===== src/rtl/change_dispenser_if.sv =====
// Cashier-result / coin-mechanism bundle seen by change_dispenser.
// The master side (cashier plus coin mechanism) drives the i_* signals; the dispenser drives the o_* signals.
interface change_dispenser_if;
    logic        i_valid;
    logic        i_paid;
    logic [15:0] i_change;
    logic        i_coin_ready;
    logic        o_busy;
    logic        o_coin_valid;
    logic [2:0]  o_coin_sel;
    logic        o_done;
    logic [7:0]  o_coin_count;
    logic [15:0] o_residue;
    logic        o_drop;

    modport master (
        output i_valid, i_paid, i_change, i_coin_ready,
        input  o_busy, o_coin_valid, o_coin_sel, o_done, o_coin_count, o_residue, o_drop
    );

    modport slave (
        input  i_valid, i_paid, i_change, i_coin_ready,
        output o_busy, o_coin_valid, o_coin_sel, o_done, o_coin_count, o_residue, o_drop
    );
endinterface


===== src/rtl/change_dispenser.sv =====
// Greedy coin payout of the cashier's change, one denomination tested per cycle; o_done 7 cycles after a zero-change accept.
// Backpressure: a presented coin holds until i_coin_ready; i_valid arriving while busy is dropped (o_drop).
module change_dispenser #(
    parameter logic [15:0] COIN0 = 16'd1000,
    parameter logic [15:0] COIN1 = 16'd500,
    parameter logic [15:0] COIN2 = 16'd100,
    parameter logic [15:0] COIN3 = 16'd50,
    parameter logic [15:0] COIN4 = 16'd10,
    parameter logic [15:0] COIN5 = 16'd1
) (
    input  logic              i_clk,
    input  logic              i_rst,
    change_dispenser_if.slave bus
);

    typedef enum logic [1:0] {
        S_IDLE   = 2'd0,
        S_SELECT = 2'd1,
        S_ISSUE  = 2'd2,
        S_DONE   = 2'd3
    } state_t;

    state_t      state_q, state_d;
    logic [2:0]  idx_q,   idx_d;
    logic [15:0] rem_q,   rem_d;
    logic [7:0]  count_q, count_d;
    logic        drop_q,  drop_d;

    function automatic logic [15:0] coin_val(input logic [2:0] idx);
        case (idx)
            3'd0:    coin_val = COIN0;
            3'd1:    coin_val = COIN1;
            3'd2:    coin_val = COIN2;
            3'd3:    coin_val = COIN3;
            3'd4:    coin_val = COIN4;
            default: coin_val = COIN5;
        endcase
    endfunction

    always_comb begin
        state_d = state_q;
        idx_d   = idx_q;
        rem_d   = rem_q;
        count_d = count_q;
        drop_d  = bus.i_valid && (state_q != S_IDLE);

        case (state_q)
            S_IDLE: begin
                if (bus.i_valid) begin
                    idx_d   = 3'd0;
                    count_d = 8'd0;
                    if (bus.i_paid) begin
                        rem_d   = bus.i_change;
                        state_d = S_SELECT;
                    end else begin
                        rem_d   = 16'd0;
                        state_d = S_DONE;
                    end
                end
            end
            S_SELECT: begin
                // idx only ever advances, so the payout is largest-first.
                if (coin_val(idx_q) <= rem_q) begin
                    state_d = S_ISSUE;
                end else if (idx_q == 3'd5) begin
                    state_d = S_DONE;
                end else begin
                    idx_d = idx_q + 3'd1;
                end
            end
            S_ISSUE: begin
                if (bus.i_coin_ready) begin
                    rem_d   = rem_q - coin_val(idx_q);
                    count_d = (count_q == 8'hFF) ? count_q : count_q + 8'd1;
                    state_d = S_SELECT;
                end
            end
            S_DONE: begin
                state_d = S_IDLE;
            end
            default: begin
                state_d = S_IDLE;
            end
        endcase
    end

    always_ff @(posedge i_clk or posedge i_rst) begin
        if (i_rst) begin
            state_q <= S_IDLE;
            idx_q   <= 3'd0;
            rem_q   <= 16'd0;
            count_q <= 8'd0;
            drop_q  <= 1'b0;
        end else begin
            state_q <= state_d;
            idx_q   <= idx_d;
            rem_q   <= rem_d;
            count_q <= count_d;
            drop_q  <= drop_d;
        end
    end

    assign bus.o_busy       = (state_q != S_IDLE);
    assign bus.o_coin_valid = (state_q == S_ISSUE);
    assign bus.o_coin_sel   = (state_q == S_ISSUE) ? idx_q : 3'd0;
    assign bus.o_done       = (state_q == S_DONE);
    assign bus.o_coin_count = count_q;
    assign bus.o_residue    = rem_q;
    assign bus.o_drop       = drop_q;

endmodule

===== src/flat_wrapper.sv =====
// flat-port wrapper written by rule: the top's interface ports become plain ports
module change_dispenser_flat 
#(
    parameter logic [15:0] COIN0 = 16'd1000,
    parameter logic [15:0] COIN1 = 16'd500,
    parameter logic [15:0] COIN2 = 16'd100,
    parameter logic [15:0] COIN3 = 16'd50,
    parameter logic [15:0] COIN4 = 16'd10,
    parameter logic [15:0] COIN5 = 16'd1
)
  (i_clk, i_rst, bus_i_valid, bus_i_paid, bus_i_change, bus_i_coin_ready, bus_o_busy, bus_o_coin_valid, bus_o_coin_sel, bus_o_done, bus_o_coin_count, bus_o_residue, bus_o_drop);
  change_dispenser_if bus_i ();
  input  logic i_clk;
  input  logic i_rst;
  input wire logic [$bits(bus_i.i_valid)-1:0] bus_i_valid;
  input wire logic [$bits(bus_i.i_paid)-1:0] bus_i_paid;
  input wire logic [$bits(bus_i.i_change)-1:0] bus_i_change;
  input wire logic [$bits(bus_i.i_coin_ready)-1:0] bus_i_coin_ready;
  output wire logic [$bits(bus_i.o_busy)-1:0] bus_o_busy;
  output wire logic [$bits(bus_i.o_coin_valid)-1:0] bus_o_coin_valid;
  output wire logic [$bits(bus_i.o_coin_sel)-1:0] bus_o_coin_sel;
  output wire logic [$bits(bus_i.o_done)-1:0] bus_o_done;
  output wire logic [$bits(bus_i.o_coin_count)-1:0] bus_o_coin_count;
  output wire logic [$bits(bus_i.o_residue)-1:0] bus_o_residue;
  output wire logic [$bits(bus_i.o_drop)-1:0] bus_o_drop;
  assign bus_i.i_valid = bus_i_valid;
  assign bus_i.i_paid = bus_i_paid;
  assign bus_i.i_change = bus_i_change;
  assign bus_i.i_coin_ready = bus_i_coin_ready;
  assign bus_o_busy = bus_i.o_busy;
  assign bus_o_coin_valid = bus_i.o_coin_valid;
  assign bus_o_coin_sel = bus_i.o_coin_sel;
  assign bus_o_done = bus_i.o_done;
  assign bus_o_coin_count = bus_i.o_coin_count;
  assign bus_o_residue = bus_i.o_residue;
  assign bus_o_drop = bus_i.o_drop;
  change_dispenser #(.COIN0(COIN0), .COIN1(COIN1), .COIN2(COIN2), .COIN3(COIN3), .COIN4(COIN4), .COIN5(COIN5)) u_core (.i_clk(i_clk), .i_rst(i_rst), .bus(bus_i));
endmodule

===== config.mk =====
export PLATFORM = sky130hd
export DESIGN_NAME = change_dispenser_flat
export DESIGN_NICKNAME = d
export VERILOG_FILES = /design/src/rtl/change_dispenser_if.sv /design/src/rtl/change_dispenser.sv /design/src/flat_wrapper.sv
export SDC_FILE = /design/constraint.sdc
export NUM_CORES = 1
export LEC_CHECK = 0
export CAP_MARGIN = 20
export CELL_PAD_IN_SITES_DETAIL_PLACEMENT = 1
export CELL_PAD_IN_SITES_GLOBAL_PLACEMENT = 2
export CORE_MARGIN = 5
export CORE_UTILIZATION = 28
export CTS_BUF_LIST = sky130_fd_sc_hd__clkbuf_4 sky130_fd_sc_hd__clkbuf_8
export DETAILED_ROUTE_END_ITERATION = 12
export PLACE_DENSITY = 0.81
export SLEW_MARGIN = 20
export SYNTH_ARGS = -nofsm -noshare
export SYNTH_HDL_FRONTEND = slang
export SYNTH_SLANG_ARGS = --single-unit

===== constraint.sdc =====
create_clock -name i_clk -period 3.1 [get_ports i_clk]
set_input_delay 0.31 -clock i_clk [delete_from_list [all_inputs] [get_ports i_clk]]
set_output_delay 0.31 -clock i_clk [all_outputs]
set_load 0.02 [all_outputs]

==> metrics.md <==
| Metric | Value |
|---|---|
| Final worst setup slack | `0.1427 ns` |
| Worst setup EP type | `register` |
| Cell Chain, Critical Path | `buf_6, ha_2, mux2_4, inv_2, nand2_2, inv_1, ha_2, inv_2, fa_2, a21o_1, a21oi_1, buf_4, nand2b_4, mux2_4, o21ai_2, a22oi_1` |
| Antenna fix cells | `0` |
| Post-route clock period utilization | `0.9540` |
| Static Leak | `1.469 nW` |
| Proportion of synthesized chip area in sequential cells | `0.3075` |
| Sequential cell area | `750.7 µm²` |
| CTS root buf | `sky130_fd_sc_hd__clkbuf_8` |
| Placeable core region | `8593 µm²` |
| Ranking of synthesized cells by instance count | `sky130_fd_sc_hd__inv_1 (32), sky130_fd_sc_hd__dfrtp_1 (30), sky130_fd_sc_hd__nand2_1 (27)` |
| Wire length per cell | `17.22 µm` |
| Height of the chip | `103.4 µm` |
| Power per cell area | `1032 nW/µm²` |
| Element type at the critical path start | `register` |
| Largest vdd supply drop | `423.8 µV` |
| Count of vias placed by the detailed router | `2450` |
| Worst endpoint data arrival time | `3.11 ns` |
| Number of sinks handled by clock tree synthesis | `30` |
| Critical path fanouts, max | `4` |
| Design area | `3431 µm²` |
| Number of input and output port buffers inserted | `51` |
| Placed Area | `3228 µm²` |
| Total global routing overflow | `0` |
| Source of the worst register-to-register timing path | `u_core.idx_q[1]` |
| Sum of internal, switching and leakage power | `3.542 mW` |
| H-tree levels | `2` |
| Multi-input logic area | `1605 µm²` |
| End of the worst register-to-register path | `u_core.bus.o_residue[6]` |
| Antenna violations before repair | `0` |
| Via count of the first global-routing pass | `2618` |
| Final setup vio count | `0` |
| Worst slack after detailed placement | `-0.1383 ns` |
| Synthesized cell area | `2441 µm²` |
| Post-Syn Instances | `293` |
| Leading post-synthesis cells by cell area | `sky130_fd_sc_hd__dfrtp_1 (31%), sky130_fd_sc_hd__ha_1 (13%), sky130_fd_sc_hd__inv_1 (4.9%)` |
| Most used DFF post-synth | `sky130_fd_sc_hd__dfrtp_1` |
| CTS tree | `yes` |
| Number of nets at the end of the flow | `416` |
| Total Die Area | `10690 µm²` |
| Placement Rows | `34` |
| Flip-flop and latch count after synthesis | `30` |
| Crit path max-delay cell type | `sky130_fd_sc_hd__dfrtp_1` |
| Area share of the leading cell type in the synthesized netlist | `0.3075` |
| Total routing resource utilization after global routing | `0.1608` |
| 1st-pass router iterations | `4` |
| Global-route wire length before repair | `13390 µm` |
| Final hold violation count | `0` |
| Dominant cell by count in the synthesized netlist | `sky130_fd_sc_hd__inv_1` |
| Drt via density | `5.136` |
| Final Slew Violations | `0` |
| Proportion of synthesized flip-flops having asynchronous set or reset | `1.000` |
| Initial cell density of the core | `0.2841` |
| Count of flip-flops with a built-in enable after synthesis | `0` |
| Width of the die | `103.4 µm` |
| Worst R2R Path Depth | `16` |
| Data required time at the worst endpoint | `3.25 ns` |
| Hpwl dp | `6255 µm` |
| Wirelength, routed | `8216 µm` |
| Post-synthesis net count | `341` |
| Area added between synthesis and finish | `40.54%` |
| Relative max-transition margin | `0.4992` |
| Most area-hungry cell type in the Yosys netlist | `sky130_fd_sc_hd__dfrtp_1` |
| Average footprint of a synthesized cell | `8.331 µm²` |
| Status | `finished, final reports clean` |
| Antenna Violating Nets Remaining | `0` |
| Maximum achievable frequency | `338.1 MHz` |
| Post-layout instance count excluding filler cells | `477` |
| DRC violation total after the first TritonRoute iteration | `60` |
| Number of maximum-capacitance violations | `0` |
| Clock latency at the later pin of the worst-skew pair | `0.29 ns` |
| Cts bufs inserted | `5` |
| Maximum number of pins on one net before global-route repair | `31` |
| Number of inserted filler cells in the final layout | `1034` |
| Placer's final routability congestion estimate | `0.8579` |
| Detailed-route DRC error count | `0` |
| Total number of yosys warnings | `0` |
| Unique cell type count in the Yosys netlist | `53` |
| Number of cells after detailed placement | `466` |
| Aggregate negative setup slack | `0 ns` |
| Clock period minus final worst setup slack | `2.957 ns` |
| Slew at the pin closest to its max-slew limit | `0.7488 ns` |
| Clock slew seen by the registers of the worst setup and hold paths | `0.08 ns` |
| Number of buffers on the longest clock path | `2` |
| Worst min path class | `in -> async` |
| Fraction of final layout cells sized beyond drive strength 1 | `0.1816` |
| Max Clock Skew | `0.006857 ns` |
| I/O pin count | `52` |
| Peak per-stage delay on the critical path | `0.42 ns` |
| Reg2reg setup slack | `0.14 ns` |
| Crit path kind | `reg -> reg` |
[critical path, delay by kind of cell (launching register included)]
| family | cells | cell delay (ns) |
|---|---|---|
| AO/OA/AOI/OAI | 4 | 0.48 |
| adder cells (fa/ha/maj) | 3 | 0.71 |
| buffers and inverters | 5 | 0.44 |
| flip-flops | 1 | 0.42 |
| multiplexers | 2 | 0.58 |
| AND/OR/NAND/NOR | 2 | 0.18 |
[worst max-delay path by stage]
| stage | start | endpoint | slack [ns] |
|---|---|---|---|
| 3_5_place_dp | u_core.idx_q[0] | u_core.bus.o_residue[6] | -0.14 |
| 6_report | u_core.idx_q[1] | u_core.bus.o_residue[6] | 0.14 |
| 4_1_cts | u_core.idx_q[1] | u_core.bus.o_residue[6] | 0.02 |
| 3_3_place_gp | u_core.idx_q[0] | u_core.bus.o_residue[6] | 0.04 |
| 5_1_grt | u_core.idx_q[0] | u_core.bus.o_residue[4] | -0.07 |
| 2_1_floorplan | u_core.idx_q[0] | u_core.bus.o_residue[14] | 0.06 |
[final cells by class]
| type | count | area share |
|---|---|---|
| clock buffer | 6 | 0.02407 |
| clock inverter | 2 | 0.003647 |
| inverter | 32 | 0.03501 |
| multi-input combinational | 220 | 0.4679 |
| sequential | 30 | 0.2188 |
| tap | 108 | 0.03939 |
| timing repair buffer | 79 | 0.2112 |
[metal layers]
| metal | track usage | share of wire | vias to the layer above | wire length (µm) |
|---|---|---|---|---|
| li1 | - | - | 1184 | - |
| met1 | 0.2115 | 0.45 | 1193 | 3726 |
| met2 | 0.2725 | 0.49 | 67 | 4011 |
| met3 | 0.02951 | 0.051 | 6 | 422 |
| met4 | 0.03984 | 0.0067 | 0 | 55 |
| met5 | 0 | 0 | - | 0 |
[per-stage QoR]
step,hold slack (ns),util
floorplan,0.4008,-
global placement,0.5571,0.3757
detailed placement,0.5589,0.3757
CTS,0.4216,0.3892
global route,0.4888,0.3992
finish,0.4107,0.3992
[cell families after synthesis]
group | count (synthesis) | share of synthesized area
AO/OA/AOI/OAI | 70 | 0.2004
XOR/XNOR | 12 | 0.04305
adder cells (fa/ha/maj) | 27 | 0.1415
buffers and inverters | 43 | 0.06817
flip-flops | 30 | 0.3075
multiplexers | 4 | 0.01947
AND/OR/NAND/NOR | 107 | 0.2199
[cell usage in the layout, fill, tap and decap left out, types with 4 or more instances in the layout]
cell and count:
sky130_fd_sc_hd__a21oi_1 16, sky130_fd_sc_hd__a31oi_1 6, sky130_fd_sc_hd__buf_4 27, sky130_fd_sc_hd__clkbuf_8 6, sky130_fd_sc_hd__clkdlybuf4s50_1 51, sky130_fd_sc_hd__dfrtp_1 30
sky130_fd_sc_hd__ha_1 21, sky130_fd_sc_hd__ha_2 4, sky130_fd_sc_hd__inv_1 27, sky130_fd_sc_hd__inv_2 5, sky130_fd_sc_hd__nand2_1 26, sky130_fd_sc_hd__nand2b_1 6
sky130_fd_sc_hd__nand3_1 16, sky130_fd_sc_hd__nand4_1 6, sky130_fd_sc_hd__nor2_1 24, sky130_fd_sc_hd__nor2b_1 6, sky130_fd_sc_hd__o211ai_1 7, sky130_fd_sc_hd__o21ai_0 8
sky130_fd_sc_hd__o21ai_1 4, sky130_fd_sc_hd__or3_1 4, sky130_fd_sc_hd__xnor2_1 4, sky130_fd_sc_hd__xor2_1 8
[state kept, by name, summed over array words and instances, names as in the netlist]
name                     flops
u_core.bus.o_drop            1
u_core.bus.o_residue        16
u_core.bus.o_coin_count      8
u_core.state_q               2
u_core.idx_q                 3
[power breakdown]
part	internal, mW	total, mW	switching (mW)
logic	1.12	2.47	1.35
registers	0.528	0.717	0.189
clock network	0.179	0.356	0.177
[repair_timing]
item	4_1_cts	5_1_grt
resized for setup	8	22
setup buffers	0	3
endpoints found under the setup margin	9	14
hold buffers	0	0
pin swaps	2	10
Power figures use the tool's default switching activity.
